==> src/rtl/ls155_tdm_demux_pkg.sv <==
// Shared types for the LS155-style TDM demultiplexer: the channel-select type,
// the channel count and the FSM state encoding.
package ls_mux_pkg;

   localparam int NCH = 4;

   typedef logic [1:0] chan_t;

   typedef enum logic {
      HUNT,
      COLLECT
   } demux_state_t;

endpackage

==> src/rtl/ls155_tdm_demux_if.sv <==
// Bus between the upstream 4:1 mux side and the demux. The master drives the samples;
// the slave (the demux) drives the select lines, strobes and the frame outputs.
interface ls155_tdm_demux_if #(
   parameter int W = 1
);
   import ls_mux_pkg::*;

   logic             g_n;
   logic [W-1:0]     din;
   logic             din_valid;
   logic             sync;
   chan_t            sel;
   logic [NCH-1:0]   strb_n;
   logic [NCH*W-1:0] y;
   logic             frame_valid;
   logic             err;

   modport master (
      output g_n, din, din_valid, sync,
      input  sel, strb_n, y, frame_valid, err
   );

   modport slave (
      input  g_n, din, din_valid, sync,
      output sel, strb_n, y, frame_valid, err
   );

endinterface

==> src/rtl/ls155_tdm_demux_decoder.sv <==
// Combinational 2-to-4 decoder with an active-low enable and active-low
// one-hot outputs, behaving like one half of a 74LS155.
module ls_chan_decoder
   import ls_mux_pkg::*;
(
   input  chan_t          sel,
   input  logic           en_n,
   output logic [NCH-1:0] out_n
);

   always_comb begin
      out_n = '1;
      if (!en_n) begin
         out_n[sel] = 1'b0;
      end
   end

endmodule

==> src/rtl/ls155_tdm_demux.sv <==
// De-interleaves a 4-channel time-multiplexed sample stream into a frame register,
// steering the upstream mux through sel and reporting framing errors.
module ls155_tdm_demux
   import ls_mux_pkg::*;
#(
   parameter int W = 1
) (
   input  logic              clk,
   input  logic              rst,
   ls155_tdm_demux_if.slave  bus
);

   demux_state_t        state_q, state_d;
   chan_t               sel_q, sel_d;
   logic [2:0][W-1:0]   shadow_q, shadow_d;
   logic [NCH*W-1:0]    y_q, y_d;
   logic                frame_valid_q, frame_valid_d;
   logic                err_q, err_d;
   logic                accept;
   logic [NCH-1:0]      strb_n;

   assign accept = ~bus.g_n & bus.din_valid;

   ls_chan_decoder u_decoder (
      .sel   (sel_q),
      .en_n  (bus.g_n | ~bus.din_valid),
      .out_n (strb_n)
   );

   // A sync while expecting ch1..ch3 drops the partial frame but is still a valid ch0,
   // so the sequencer resynchronises without passing through HUNT.
   always_comb begin
      state_d       = state_q;
      sel_d         = sel_q;
      shadow_d      = shadow_q;
      y_d           = y_q;
      frame_valid_d = 1'b0;
      err_d         = 1'b0;

      if (accept) begin
         case (state_q)
            HUNT: begin
               if (bus.sync) begin
                  shadow_d[0] = bus.din;
                  sel_d       = 2'd1;
                  state_d     = COLLECT;
               end
            end
            COLLECT: begin
               if (bus.sync) begin
                  if (sel_q != 2'd0) begin
                     err_d = 1'b1;
                  end
                  shadow_d[0] = bus.din;
                  sel_d       = 2'd1;
               end else begin
                  case (sel_q)
                     2'd0: begin
                        err_d   = 1'b1;
                        state_d = HUNT;
                     end
                     2'd1: begin
                        shadow_d[1] = bus.din;
                        sel_d       = 2'd2;
                     end
                     2'd2: begin
                        shadow_d[2] = bus.din;
                        sel_d       = 2'd3;
                     end
                     default: begin
                        y_d           = {bus.din, shadow_q[2], shadow_q[1], shadow_q[0]};
                        frame_valid_d = 1'b1;
                        sel_d         = 2'd0;
                     end
                  endcase
               end
            end
            default: begin
               state_d = HUNT;
               sel_d   = 2'd0;
            end
         endcase
      end
   end

   always_ff @(posedge clk) begin
      if (rst) begin
         state_q       <= HUNT;
         sel_q         <= 2'd0;
         shadow_q      <= '0;
         y_q           <= '0;
         frame_valid_q <= 1'b0;
         err_q         <= 1'b0;
      end else begin
         state_q       <= state_d;
         sel_q         <= sel_d;
         shadow_q      <= shadow_d;
         y_q           <= y_d;
         frame_valid_q <= frame_valid_d;
         err_q         <= err_d;
      end
   end

   assign bus.sel         = sel_q;
   assign bus.strb_n      = strb_n;
   assign bus.y           = y_q;
   assign bus.frame_valid = frame_valid_q;
   assign bus.err         = err_q;

endmodule

==> src/flat_wrapper.sv <==
// flat-port wrapper written by rule: the top's interface ports become plain ports
module ls155_tdm_demux_flat import ls_mux_pkg::*;
#(
   parameter int W = 1
)
  (clk, rst, bus_g_n, bus_din, bus_din_valid, bus_sync, bus_sel, bus_strb_n, bus_y, bus_frame_valid, bus_err);
  ls155_tdm_demux_if #(.W(W)) bus_i ();
  input  logic clk;
  input  logic rst;
  input wire logic [$bits(bus_i.g_n)-1:0] bus_g_n;
  input wire logic [$bits(bus_i.din)-1:0] bus_din;
  input wire logic [$bits(bus_i.din_valid)-1:0] bus_din_valid;
  input wire logic [$bits(bus_i.sync)-1:0] bus_sync;
  output wire logic [$bits(bus_i.sel)-1:0] bus_sel;
  output wire logic [$bits(bus_i.strb_n)-1:0] bus_strb_n;
  output wire logic [$bits(bus_i.y)-1:0] bus_y;
  output wire logic [$bits(bus_i.frame_valid)-1:0] bus_frame_valid;
  output wire logic [$bits(bus_i.err)-1:0] bus_err;
  assign bus_i.g_n = bus_g_n;
  assign bus_i.din = bus_din;
  assign bus_i.din_valid = bus_din_valid;
  assign bus_i.sync = bus_sync;
  assign bus_sel = bus_i.sel;
  assign bus_strb_n = bus_i.strb_n;
  assign bus_y = bus_i.y;
  assign bus_frame_valid = bus_i.frame_valid;
  assign bus_err = bus_i.err;
  ls155_tdm_demux #(.W(W)) u_core (.clk(clk), .rst(rst), .bus(bus_i));
endmodule
==> config.mk <==
export PLATFORM = sky130hd
export DESIGN_NAME = ls155_tdm_demux_flat
export DESIGN_NICKNAME = d
export VERILOG_FILES = /design/src/rtl/ls155_tdm_demux_pkg.sv /design/src/rtl/ls155_tdm_demux_if.sv /design/src/rtl/ls155_tdm_demux_decoder.sv /design/src/rtl/ls155_tdm_demux.sv /design/src/flat_wrapper.sv
export SDC_FILE = /design/constraint.sdc
export NUM_CORES = 1
export LEC_CHECK = 0
export CAP_MARGIN = 10
export CORE_MARGIN = 1.5
export CORE_UTILIZATION = 44
export CTS_BUF_LIST = sky130_fd_sc_hd__clkbuf_16
export CTS_CLUSTER_DIAMETER = 60
export DETAILED_ROUTE_END_ITERATION = 10
export HOLD_SLACK_MARGIN = 0.12
export PLACE_DENSITY = 0.87
export SYNTH_ARGS = -nofsm -noshare
export SYNTH_HDL_FRONTEND = slang
export SYNTH_HIERARCHICAL = 1
export SYNTH_SLANG_ARGS = --single-unit
==> constraint.sdc <==
create_clock -name clk -period 2 [get_ports clk]
set_input_delay 0.3 -clock clk [delete_from_list [all_inputs] [get_ports clk]]
set_output_delay 0.3 -clock clk [all_outputs]
set_load 0.01 [all_outputs]
==> results of run 1 <==
==> synth_stat cells, drive strengths merged <==
cell type / n / area (um2)
a21boi: 1 / 7.51
a21oi: 3 / 18.8
a311oi: 1 / 8.76
a31oi: 1 / 6.26
and3: 1 / 6.26
and4bb: 1 / 16.3
clkinv: 1 / 3.75
dfxtp: 12 / 240
ha: 6 / 75.1
inv: 5 / 18.8
mux2: 1 / 11.3
mux2i: 6 / 60.1
nand2: 10 / 45.0
nand2b: 1 / 6.26
nand3: 1 / 5.00
nand3b: 1 / 7.51
nand4: 1 / 6.26
nor2: 2 / 7.51
nor2b: 1 / 13.8
nor4b: 1 / 8.76
o21a: 1 / 7.51
o21ai: 1 / 5.00
or3: 1 / 6.26
or3b: 2 / 17.5
==> worst max-delay path, stage by stage <==
cell,delay [ns]
clkdlybuf4s50_1,0.48
nor2b_4,0.16
inv_2,0.06
or3b_1,0.33
dlygate4sd2_1,0.29
==> stage by stage <==
stage,area (um2),setup TNS [ns]
floorplan,609,0
global placement,821,-0.243
detailed placement,821,-0.284
CTS,896,0
global route,898,0
finish,898,0
==> worst max path at each step <==
| stage | startpoint | depth (start not counted) | end |
|---|---|---|---|
| floorplan | u_core/bus.sel[0] | 5 | u_core/bus.sel[0] |
| global placement | bus_din_valid | 5 | bus_strb_n[2] |
| detailed placement | bus_din_valid | 5 | bus_strb_n[1] |
| CTS | bus_din_valid | 5 | bus_strb_n[3] |
| global route | bus_din_valid | 5 | bus_strb_n[2] |
| finish | bus_din_valid | 5 | bus_strb_n[1] |
==> layout make-up <==
type	instances	area (um2)	area share, %
clock buffers	3	75.1	8.36
clock inverters	1	3.75	0.418
inverters	6	22.5	2.51
multi-input cells	44	347	38.6
flip-flops and latches	12	240	26.7
well taps	15	18.8	2.09
repair buffers	20	191	21.3
==> timing repair <==
item / CTS / global route
gates resized for setup: 3 / 1
hold buffers: 0 / 0
endpoints found under the setup margin: 3 / 1
cloned: 0 / 0
==> routing by layer <==
metal | part of all wire (%) | vias up | wire [um] | GRT usage (%)
met5 | 0 | - | 0 | 0
met4 | 1.4 | 0 | 21 | 10.8
met3 | 4.7 | 4 | 69 | 5.56
met2 | 51 | 14 | 754 | 37.1
met1 | 42 | 257 | 622 | 26.2
li1 | - | 261 | - | -
==> power breakdown <==
group          internal, W  switching [W]
Clock             0.000263       0.000106
Sequential        0.000243     0.00000509
Combinational    0.0000277      0.0000255
==> sequential cells by signal, indices dropped and copies added, names as in the netlist <==
signal and flops:
u_core/bus.err 1, u_core/bus.frame_valid 1, u_core/bus.sel 2, u_core/bus.y 4, u_core/shadow_q 3, u_core/state_q 1
==> kinds of logic (layout without fill, tap and decap cells) <==
kind of cell / Yosys count / in the layout / share of synthesized area, %
and+or+nand+nor: 23 / 23 / 24.0
adders and majority gates: 6 / 6 / 12.3
buffers and inverters: 6 / 30 / 3.69
AOI/OAI and AO/OA: 8 / 8 / 8.83
DFF: 12 / 12 / 39.4
muxes: 7 / 7 / 11.7
==> results summary, run 1 <==
The instance count after placement with tap cells included came out at 97. The maximum frequency from static timing analysis is between 0.5 and 0.6 GHz. The critical path data required time came out at approximately 1.7 ns. The first-pass GRT wire length is roughly 2300 um. The run finished with clean final reports.

In the final routed layout, each cell accounts on average for around 15 um. The startpoint kind of the worst setup timing path is an input pin. The final period utilization came out at ~96%. The number of vias per cell came out at between 5 and 6.

The worst hold path terminates at u_core/bus.y[1]. The startpoint of the lowest-slack hold path is u_core/bus.y[1]. The count of unresolved DRC violations after routing is 0. The total routing resource utilization after global routing is between 20% and 30%. The mapped netlist covers between 600 and 700 um2.

The total power per unit cell area came out at 747 mW/mm2. The worst-skew pair later-pin latency is about 0.24 ns. The post-route total power is approximately 0.00067 W. The height of the die is a little over 40 um.

After clock tree synthesis, the clock-pin slew on the worst setup and hold paths is 0.05 ns. The final worst clock skew is approximately 0.0032 ns. The remaining global-route overflow is 0.

The sequential share of the synthesized area came out at between 30% and 40%. The residual antenna-violating net count after detailed routing came out at 0. The area growth from synthesis to layout is 47.4%. When the netlist entered floorplanning its net count stood at 74.

The number of placement rows is 13. At the end of the flow the core is filled with cells to 69.0%. The initial core utilization came out at between 40% and 50%. The number of antenna violations at the first check in global routing is 0. In this run the count of I/O pins placed on the die edge is 18. The first detailed-routing pass took 4 iterations. The largest net degree at the start of global routing is 11. The mean instance size in the synthesized netlist is between 9 and 10 um2.

The headroom to the max-slew limit is between 70% and 80%. The number of max-slew violations in the final report came out at 0. The count of cells along the worst register-to-register path is 5.

The cell leakage power is a little under 0.4 nW. The routed layout has around 540 vias. The endpoint identified for the worst register-to-register timing path is u_core/bus.sel[0]. Across all hold checks on the routed design, the worst slack comes to around 0.47 ns.

The synthesized flop and latch total came out at 12. The slack of the worst reg-to-reg path came out at 0.35 ns. The count of input and output buffers came out at 17.

TritonCTS built the clock tree. The routability congestion estimate is 0.850. The worst setup path is captured at an output port. The arrival time of data at the critical path endpoint came out at between 1.5 and 2 ns.

The cell count after synthesis is 62. The die area came out at between 0.0015 and 0.002 mm2. The number of CTS-inserted buffers is 3. The critical path is of the in -> out type. The H-tree depth is 1. The final period demand of the worst path is approximately 1.9 ns.

The total count of hold-check failures in the final report was 0. The tightest min-delay check is of the reg -> reg type. The number of nets in the finished design is 99. After floorplanning, the core was sized to cover between 0.001 and 0.0015 mm2. The max-cap check violation count came out at 0. The top cell types in the final layout, fill and taps aside, are clkdlybuf4s50_1 (13), dfxtp_1 (12), nand2_1 (9).

The filler cells instantiated in the layout total 97. The clock tree root driver cell is clkbuf_16. The number of sinks on the clock net came out at 12. In this run the critical register-to-register path is launched from u_core/bus.sel[1]. The post-CTS setup buffer count came out at 0. In this run, distinct cell masters in the synthesized netlist total 27. The worst-case vdd ir drop is ~0.00055 V. The buffer levels on the longest clock path is 2.

The slack of the critical path is 0.0785 ns. The actual slew at the worst max-slew pin came out at between 0.3 and 0.4 ns. Leaving out fill and tap cells, the most frequent cell in the layout is clkdlybuf4s50_1. OpenSTA, run right after detailed placement, puts the worst setup slack at -0.107 ns. The floorplan die width is just over 40 um. The placed wire-length estimate after detailed placement came out at 993 um. The fraction of final layout cells with drive strength greater than 1 is approximately 13%. The count of cells in the finished layout, fillers not included, comes to between 100 and 150. The final layout contains routed wiring with a total length of roughly 1500 um.

The cell depth of the worst min-delay path is 2. The iteration-0 DRC count of the detailed router came out at 7. Setup repair after global routing left no endpoint under its margin. The diode insertion count for antenna repair came out at 0.

During synthesis, Yosys emitted a total of 6 warnings. The via count of the first global-routing pass came to roughly 550. The total setup violations reported at the end of the flow came out at 0. Along the worst path, the maximum fanout reaches 5.
Note: power is estimated with default switching activity, not from simulation.
==> inputs of run 2 (changes only) <==
- ABC_AREA: unset -> 1
- CORE_UTILIZATION: 44 -> 45
- PLACE_DENSITY: 0.87 -> 0.76
==> run 2 against run 1 <==
Net effect: maximum frequency increased by 1.2%; critical path depth unchanged; largest cell class unchanged; critical endpoint is now bus_strb_n[2]; count of clock-buffer cells in the layout unchanged.
==> results summary, run 2 <==
The run finished with clean final reports. In this run the tightest slew margin relative to its limit is just over 80%. The height of the die is between 40 and 50 um. The number of max-slew violations in the final report was 0. Among all cell types in the netlist, the one instantiated most often is nand2_1. The number of nets in the synthesized netlist is about 100. The remaining global-route overflow came out at 0. The total of hold buffers inserted after clock tree synthesis is 0. In this run the core area contains 13 standard-cell rows. The end-of-flow core utilization came out at between 70 and 80%. The proportion of netlist area held by the largest area contributor came out at ~38%. For this design the ratio of total power to cell area is ~730 mW/mm2. The cell leakage power is roughly 0.41 nW. The cell count after synthesis is 89. After synthesis, the cell types taking the most area are dfxtp_1 (38%), ha_1 (12%), nand2_1 (12%), nor2_1 (10%), inv_1 (6.4%). The count of cells along the worst register-to-register path is 4. The count of unresolved DRC violations after routing came out at 0. The critical path data required time is roughly 1.7 ns. By count the netlist is led by nand2_1 (20), nor2_1 (17), dfxtp_1 (12).

The fraction of final layout cells with drive strength greater than 1 is between 10% and 20%. The maximum frequency from static timing analysis came out at roughly 0.53 GHz. The number of unique standard cell types used by synthesis is 16. TritonCTS built the clock tree.

Yosys mapped a number of flops with a built-in enable equal to 0. The final period demand of the worst path is about 1.9 ns. The total core area is between 0.001 and 0.0015 mm2. The average instance in the mapped netlist occupies a little over 7 um2.

The slack of the worst reg-to-reg path is 0.59 ns. The clock tree root driver cell is clkbuf_16. In this run the most critical hold path is launched from u_core/bus.y[3]. At the later pin of the worst-skew pair, clock insertion delay measures roughly 0.24 ns. Setup repair after global routing left no endpoint under its margin. The total setup violations reported at the end of the flow came out at 0. The number of primary I/O pins is 18.

The post-detailed-routing wire length came out at approximately 1300 um. The total count of hold-check failures in the final report is 0. The iteration-0 DRC count of the detailed router is 17.

On the final layout, the worst hold slack is ~0.48 ns. The sequential share of the synthesized area came out at between 30% and 40%. The number of vias per cell came out at 4.73. In the layout the commonest cells are nand2_1 (20), clkdlybuf4s50_1 (17), nor2_1 (17).

For this run, asynchronously set or reset flops after synthesis account for 0%. The buffer levels on the longest clock path came out at 2. The max-cap check violation count came out at 0.

The via count came out at about 600. The placed wire-length estimate after detailed placement came out at 923 um. The worst register-to-register path begins at u_core/bus.sel[0]. The die area came out at between 0.0015 and 0.002 mm2. The via count of the first global-routing pass came out at a little under 500.

The count of instances resized after the clock tree is built is 0. Clock-pin slew was measured on the worst setup and hold paths at roughly 0.04 ns. The first global-routing pass estimated 1930 um of wire. The total routing resource utilization after global routing came out at around 18%. Relative to the synthesized area, the layout overhead comes to 44.1%.

Leaving out fill and tap cells, the most frequent cell in the layout is nand2_1. The cell type with the largest total area after synthesis is dfxtp_1. The endpoint identified for the worst register-to-register timing path is u_core/bus.err. Entering global routing, the biggest net connects 10 pins.

The post-CTS setup buffer count came out at 0. The tightest min-delay check is of the reg -> reg type. The setup path with the least slack is of type in -> out. The die is a little over 40 um wide.

For this run, the number of Yosys warnings is 6. The worst hold path terminates at u_core/bus.y[3]. In this run, CTS created clock tree buffers numbering 3.

The number of nets in the finished design is 125. The worst-case vdd ir drop is ~0.00057 V. The number of flip-flops in the largest register is 4.

The top flip-flop cell by instance count after synthesis is dfxtp_1. The routability congestion estimate came out at 0.788. The H-tree depth is 1. STA classifies the critical path endpoint as an output port. The final worst clock skew is approximately 0.0022 ns. Input and output buffers added on the ports amount to 17. The post-synthesis instance area came out at around 640 um2. The residual antenna-violating net count after detailed routing came out at 0.

The diode insertion count for antenna repair is 0. The arrival time of data at the critical path endpoint came out at approximately 1.6 ns. Clock tree synthesis found a total of 12 sinks. For this configuration, the core starts out at a cell density of 48.6%. Dividing the final minimum period by the clock period gives between 90% and 100%. At the pin with the least slew margin, the transition time is roughly 0.29 ns. The cell depth of the worst min-delay path is 2.

After detailed routing, the average wire length per cell comes to approximately 9.9 um. Of all nets on the critical path, the largest fanout is 3. STA classifies the critical path startpoint as an input pin. Adding up every negative setup slack in the final design gives 0 ns. Counting flops and latches in the post-synthesis netlist gives 12. The number of antenna violations at the first check in global routing is 0. The total iterations of the first detailed-routing run came out at 4.
[run 2: worst max-delay path by stage]
stage	start	end	slack, ns	cells after the start
after detailed placement	bus_din_valid	bus_strb_n[2]	0.09	5
after global placement	bus_din_valid	bus_strb_n[1]	0.13	5
final	bus_din_valid	bus_strb_n[2]	0.10	5
after floorplan	u_core/bus.sel[0]	u_core/bus.err	0.68	4
after CTS	bus_din_valid	bus_strb_n[2]	0.09	5
after global routing	bus_g_n	bus_strb_n[1]	0.003	6
[run 2: cells by family after synthesis]
group	Yosys count	share of synthesized area, %
AO/OA/AOI/OAI	6	5.27
adder cells (fa/ha/maj)	6	11.7
AND/OR/NAND/NOR	51	37.3
buffers and inverters	14	8.20
flip-flops	12	37.5
[run 2: through the flow]
step	instances	total power [W]	setup slack, ns	instance area [um2]
6_report	127	0.000678	0.102	923
5_1_grt	127	0.000704	0.00268	923
4_1_cts	127	0.000683	0.0918	923
3_5_place_dp	123	0.000323	0.0921	845
3_3_place_gp	123	0.000321	0.134	845
2_1_floorplan	89	0.000291	0.678	641
[run 2: layout make-up]
type	instances	area, um2
flip-flops and latches	12	240
fillers	108	394
clock buffers	3	75.1
well taps	15	18.8
multi-input cells	63	348
repair buffers	19	185
clock inverters	1	3.75
inverters	14	52.6
[run 2: power by group]
part           switching, W  internal, W
logic             0.0000351    0.0000321
clock network     0.0000964     0.000262
registers        0.00000794     0.000244
[run 2: critical path: stages]
cell,delay (ns)
clkdlybuf4s50_1,0.52
nand2_1,0.12
nor2_2,0.11
nand2_1,0.06
clkdlybuf4s50_1,0.48
[run 2: per-layer routing]
metal	global-route usage [%]	routed length (um)	up-vias
li1	-	-	321
met1	21.9	573	264
met2	27.4	603	14
met3	6.52	67	2
met4	10.0	12	0
met5	0	0	-
==> inputs of run 3 (changes only) <==
- PLACE_DENSITY: 0.76 -> unset
- PLACE_DENSITY_LB_ADDON: unset -> 0.15
==> run 3 against run 2 <==
Net effect: maximum frequency rose by 0.26%; cell count fell by 0.79%; critical path depth did not move; worst hold slack got worse by 0.013 ns; combinational power fell by 1%; setup slack improved by 0.0050 ns; largest cell class unchanged; largest power group unchanged.
==> results summary, run 3 (synthesized netlist as in run 2, its figures left out) <==
The largest driver fanout on the critical path came out at 3. The worst-case vdd ir drop is 0.000692 V. Setup repair after global routing left no endpoint under its margin. The commonest non-fill, non-tap cell in the layout is nand2_1. The count of instances resized after the clock tree is built is 0.

The average detailed-routed wire length per instance came out at about 9.6 um. The category of the critical setup timing path is in -> out. The critical path data required time is around 1.7 ns. The maximum frequency from static timing analysis came out at ~0.53 GHz. The largest net degree at the start of global routing is 10.

Summing over every cut layer, the via total after detailed routing is roughly 580. The total routing resource utilization after global routing is between 10% and 20%. The initial core utilization is between 40% and 50%.

The total power per unit cell area is ~730 mW/mm2. Among all stages on the critical path, the largest delay is contributed by clkdlybuf4s50_1. The die area came out at approximately 0.0017 mm2. The floorplan die width came out at approximately 41 um. The buffering stage count on the worst path with inverters included came out at 2. The H-tree depth is 1.

The total area inside the core boundary comes to ~0.0013 mm2. The delay contributed by the slowest stage of the critical path came out at between 0.5 and 0.6 ns. Wires add up to between 1000 and 1500 um. The number of max-slew violations in the final report is 0. The top cell types in the final layout, fill and taps aside, are nand2_1 (20), nor2_1 (17), clkdlybuf4s50_1 (16).

For this run the aggregate overflow at the end of global routing stands at 0. The via count of the first global-routing pass is approximately 470. The placed wire-length estimate after detailed placement came out at 903 um. The clock tree root driver cell is clkbuf_16. The total setup violations reported at the end of the flow is 0. The run finished with clean final reports.

The worst-skew pair later-pin latency came out at 0.24 ns. After layout, the worst path uses a little over nine tenths of the clock period. The residual antenna-violating net count after detailed routing came out at 0. The count of input and output buffers came out at 17. The total of hold buffers inserted after clock tree synthesis came out at 0. The type of element capturing the critical path is an output port.

The net count of the finished layout is approximately 130. The max-cap check violation count is 0. The post-CTS setup buffer count came out at 0. The total iterations of the first detailed-routing run came out at 4. The first-pass GRT wire length came out at 1930 um. The number of primary I/O pins came out at 18. The number of flip-flops in the largest register came out at 4. The arrival time of data at the critical path endpoint is approximately 1.6 ns. The setup TNS came out at 0 ns. The signal on the critical path passes through clkdlybuf4s50_1 -> nand2_1 -> nor2_2 -> nand2_1 -> clkdlybuf4s50_1.

The number of placement rows came out at 13. The instance count after placement with tap cells included came out at between 100 and 150. Headroom to the max-slew limit came out at around four fifths. The CTS tree is built.

Of the cells placed in the final design, the portion with a size suffix greater than 1 is 10.8%. The total count of hold-check failures in the final report is 0. In the routed design, unresolved DRC markers number 0. The number of antenna violations at the first check in global routing is 0. The actual slew at the worst max-slew pin is ~0.29 ns.

The final period demand of the worst path came out at about 1.9 ns. The congestion estimate from routability-driven global placement came to around 0.86. The iteration-0 DRC count of the detailed router came out at 16. The final non-filler cell total is ~130. The tightest min-delay check is of the reg -> reg type.

The post-CTS clock slew at the launch and capture registers of the worst setup and hold paths is about 0.04 ns. The final-layout worst hold slack came out at ~0.47 ns. On the critical path the largest part of the delay comes from buffers and inverters. The buffer levels on the longest clock path came out at 2. The number of sinks on the clock net is 12. STA classifies the critical path startpoint as an input pin. The area growth from synthesis to layout came out at 43.9%. The number of CTS-inserted buffers is 3. Using the TritonRoute via totals, the vias-per-cell ratio works out to between 4 and 5. The cell leakage power came out at 0.404 nW. The diode insertion count for antenna repair came out at 0. The final worst clock skew came out at 0.00242 ns.

The post-route total power is between 0.0006 and 0.0007 W. The height of the die came out at 40.7 um.
run 3: cell types whose count changed in the layout (fill, tap and decap cells not counted):
cell	previous run	this run
clkdlybuf4s50_1	17	16
clkinv_1	2	1
dlymetal6s2s_1	0	1
run 3: worst paths after layout:
path | start | slack, ns | endpoint | cells after the start
setup / recovery | bus_din_valid | 0.11 | bus_strb_n[2] | 5
hold / removal | u_core/shadow_q[0] | 0.47 | u_core/shadow_q[0] | 2
setup reg to reg | u_core/bus.sel[0] | 0.63 | u_core/bus.sel[1] | 6
hold reg to reg | u_core/shadow_q[0] | 0.47 | u_core/shadow_q[0] | 2
run 3: final cells by class:
| cell class | instances | area (um2) |
|---|---|---|
| Fill cell | 104 | 395 |
| Multi-Input combinational cell | 63 | 348 |
| Sequential cell | 12 | 240 |
| Timing Repair Buffer | 19 | 188 |
| Clock buffer | 3 | 75.1 |
| Inverter | 14 | 52.6 |
| Tap cell | 15 | 18.8 |
run 3: stage by stage:
| step | area (um2) | util, % | worst slack (ns) |
|---|---|---|---|
| after floorplan | 641 | - | 0.678 |
| after global placement | 845 | 64.1 | 0.111 |
| after detailed placement | 845 | 64.1 | 0.0670 |
| after CTS | 920 | 69.8 | 0.0589 |
| after global routing | 922 | 70.0 | 0.00981 |
| final | 922 | 70.0 | 0.107 |
run 3: where the power goes:
| part | switching (W) | internal [W] |
|---|---|---|
| Sequential | 0.00000766 | 0.000245 |
| Combinational | 0.0000346 | 0.0000315 |
| Clock | 0.0000936 | 0.000259 |
run 3: layer usage:
metal | GRT usage, % | share of wire [%]
met5 | 0 | 0
met4 | 2.50 | 0
met3 | 9.78 | 6.4
met2 | 29.4 | 45
met1 | 21.8 | 48
run 3: worst reg2reg max path: stages (launching register included):
cell and delay, ns:
dfxtp_1 0.47, inv_1 0.13, ha_1 0.24, o21ai_2 0.21, nand3_1 0.10, nand2_1 0.07, nor2_1 0.04
==> RTL change, RTL diff (flow settings as in run 3) <==
`y_q` no longer has a reset.
--- a/src/rtl/ls155_tdm_demux.sv
+++ b/src/rtl/ls155_tdm_demux.sv
@@ -89,5 +89,4 @@
          sel_q         <= 2'd0;
          shadow_q      <= '0;
-         y_q           <= '0;
          frame_valid_q <= 1'b0;
          err_q         <= 1'b0;
@@ -96,8 +95,11 @@
          sel_q         <= sel_d;
          shadow_q      <= shadow_d;
-         y_q           <= y_d;
          frame_valid_q <= frame_valid_d;
          err_q         <= err_d;
       end
+   end
+
+   always_ff @(posedge clk) begin
+      y_q <= y_d;
    end
 
Function: differs if rst is asserted again (counterexample within 10 cycles, from zero or initial values and one cycle with rst high); with rst held inactive, the same outputs for 10 cycles.
==> RTL change against run 3 <==
Clock skew decreased by 0.0011 ns; final area decreased by 5.6%; largest power group unchanged; sequential cell count unchanged; routed wire length increased by 7.7%; register-to-register slack got worse by 0.25 ns; setup slack improved by 0.041 ns; largest cell class is now registers; synthesized area decreased by 8.0%; total power increased by 2.5%; die area decreased by 7.4%.
==> RTL change: results (changes against run 3) <==
Routing
  – Initial DRC Count: 23 (+7)
  – Vias post-DR: 514 (-11%)
  – Routed WL per cell: 12.16 um (+27%)

Synthesis
  – Synth Area in Compound Gates: 6.157% (+0.88 points)
  – Synth Area in Adders: 12.74% (+1.0 points)
  – Syn nets: 82 (-19%)
  – Synth area leaders: dfxtp_1, edfxtp_1, ha_1
  – Distinct cell type count after synthesis: 15 (-1)
  – Sequential share of the synthesized area: 47.56% (+10 points)
  – Commonest cells post-synth: nor2_1, inv_1, nand2_1, dfxtp_1, nand3_1
  – Synth async-reset ratio: 0% (unchanged)
  – EDFF count, synth: 4 (+4)

Placement
  – Final Wtd Congestion: 0.8400 (-2.2%)
  – Worst slack at placement: 0.1522 ns (+0.08524 ns)
  – DP Area: 792.0 sq um (-6.2%)
  – Final HPWL DP: 884.5 um (-2.0%)

GRT
  – Initial antenna violation count: 0 (unchanged)
  – Tot GR Track Use: 21.73% (+3.5 points)
  – First-pass GRT wire length: 2145 um (+11%)
  – Vias in the first global route: 482 (+3.2%)

Critical path
  – WP data arrival: 1.55 ns (-0.04 ns)
  – Worst R2R Setup Slack: 0.38 ns (-0.25 ns)
  – Reg-to-reg endpoint: u_core/bus.err$_SDFF_PP0_
  – R2R cell count: 4 (-2)

Cells and area
  – Layout cell share with drive strength beyond 1: 10.75% (-0.058 points)
  – Filler cell count in the final layout: 87 (-16%)
  – Antenna Cells: 0 (unchanged)
  – Final #Nets: 106 (-15%)

STA
  – Slew @ Worst Pin: 0.3066 ns (+0.02046 ns)
  – Clk_skew: 0.001373 ns (-0.001051 ns)

Worst hold path
  – Hold Path Depth: 0 (-2)
  – Worst Hold End: u_core/bus.y[0]$_DFFE_PP_

Clock tree
  – CTS max path bufs: 2 (unchanged)
  – H-tree Lvls: 1 (unchanged)
  – CTS buffer count: 3 (unchanged)
  – CTS clk-pin slew, worst paths: 0.04 ns (about the same)
  – # Post-CTS Setup Buffers: 0 (unchanged)

Power and ir drop
  – Pleak: 0.0003676 uW (-9.0%)
  – Max VDD drop: 0.4750 mV (-31%)

Status
  – Status: completed
RTL change: where the power goes:
part / internal, uW / switching, uW
clock network: 263 / 97.4
logic: 30.3 / 34.0
registers: 257 / 7.51
total: 549 / 139
RTL change: layout make-up:
cell class	count	area share, %
clock buffers	3	8.621
clock inverters	1	0.4310
inverters	12	5.172
multi-input cells	46	30.32
flip-flops and latches	12	32.18
well taps	14	2.011
repair buffers	19	21.26
RTL change: worst max-delay path by stage:
stage          depth (start not counted)  slack (ns)                            from                         to
2_1_floorplan                          3        0.55  u_core/bus.sel[1]$_SDFFE_PP0P_  u_core/bus.y[0]$_DFFE_PP_
3_3_place_gp                           6        0.18                         bus_g_n              bus_strb_n[1]
3_5_place_dp                           6        0.15                         bus_g_n              bus_strb_n[1]
4_1_cts                                6        0.15                         bus_g_n              bus_strb_n[1]
5_1_grt                                6        0.03                         bus_g_n              bus_strb_n[1]
6_report                               6        0.15                         bus_g_n              bus_strb_n[1]
RTL change: through the flow:
step / hold WS (ns) / util, % / std cells
global route: 0.4438 / 75.32 / 107
CTS: 0.4258 / 75.32 / 107
finish: 0.4264 / 75.32 / 107
detailed placement: 0.4151 / 68.51 / 103
global placement: 0.4125 / 68.51 / 103
floorplan: 0.3787 / - / 70
RTL change: worst max-delay path, stage by stage:
cell,delay [ns]
clkdlybuf4s50_1,0.46
inv_1,0.05
nand2_2,0.08
inv_1,0.05
nand3_1,0.07
clkdlybuf4s50_1,0.54
RTL change: routing by layer:
layer / wire (um) / vias up / track usage, % / share of wire, %
met5: 0 / - / 0 / 0
met4: 11 / 0 / 10.34 / 0.85
met3: 40 / 2 / 5.202 / 3.1
met2: 657 / 14 / 35.42 / 50
met1: 591 / 228 / 26.41 / 45
li1: - / 270 / - / -
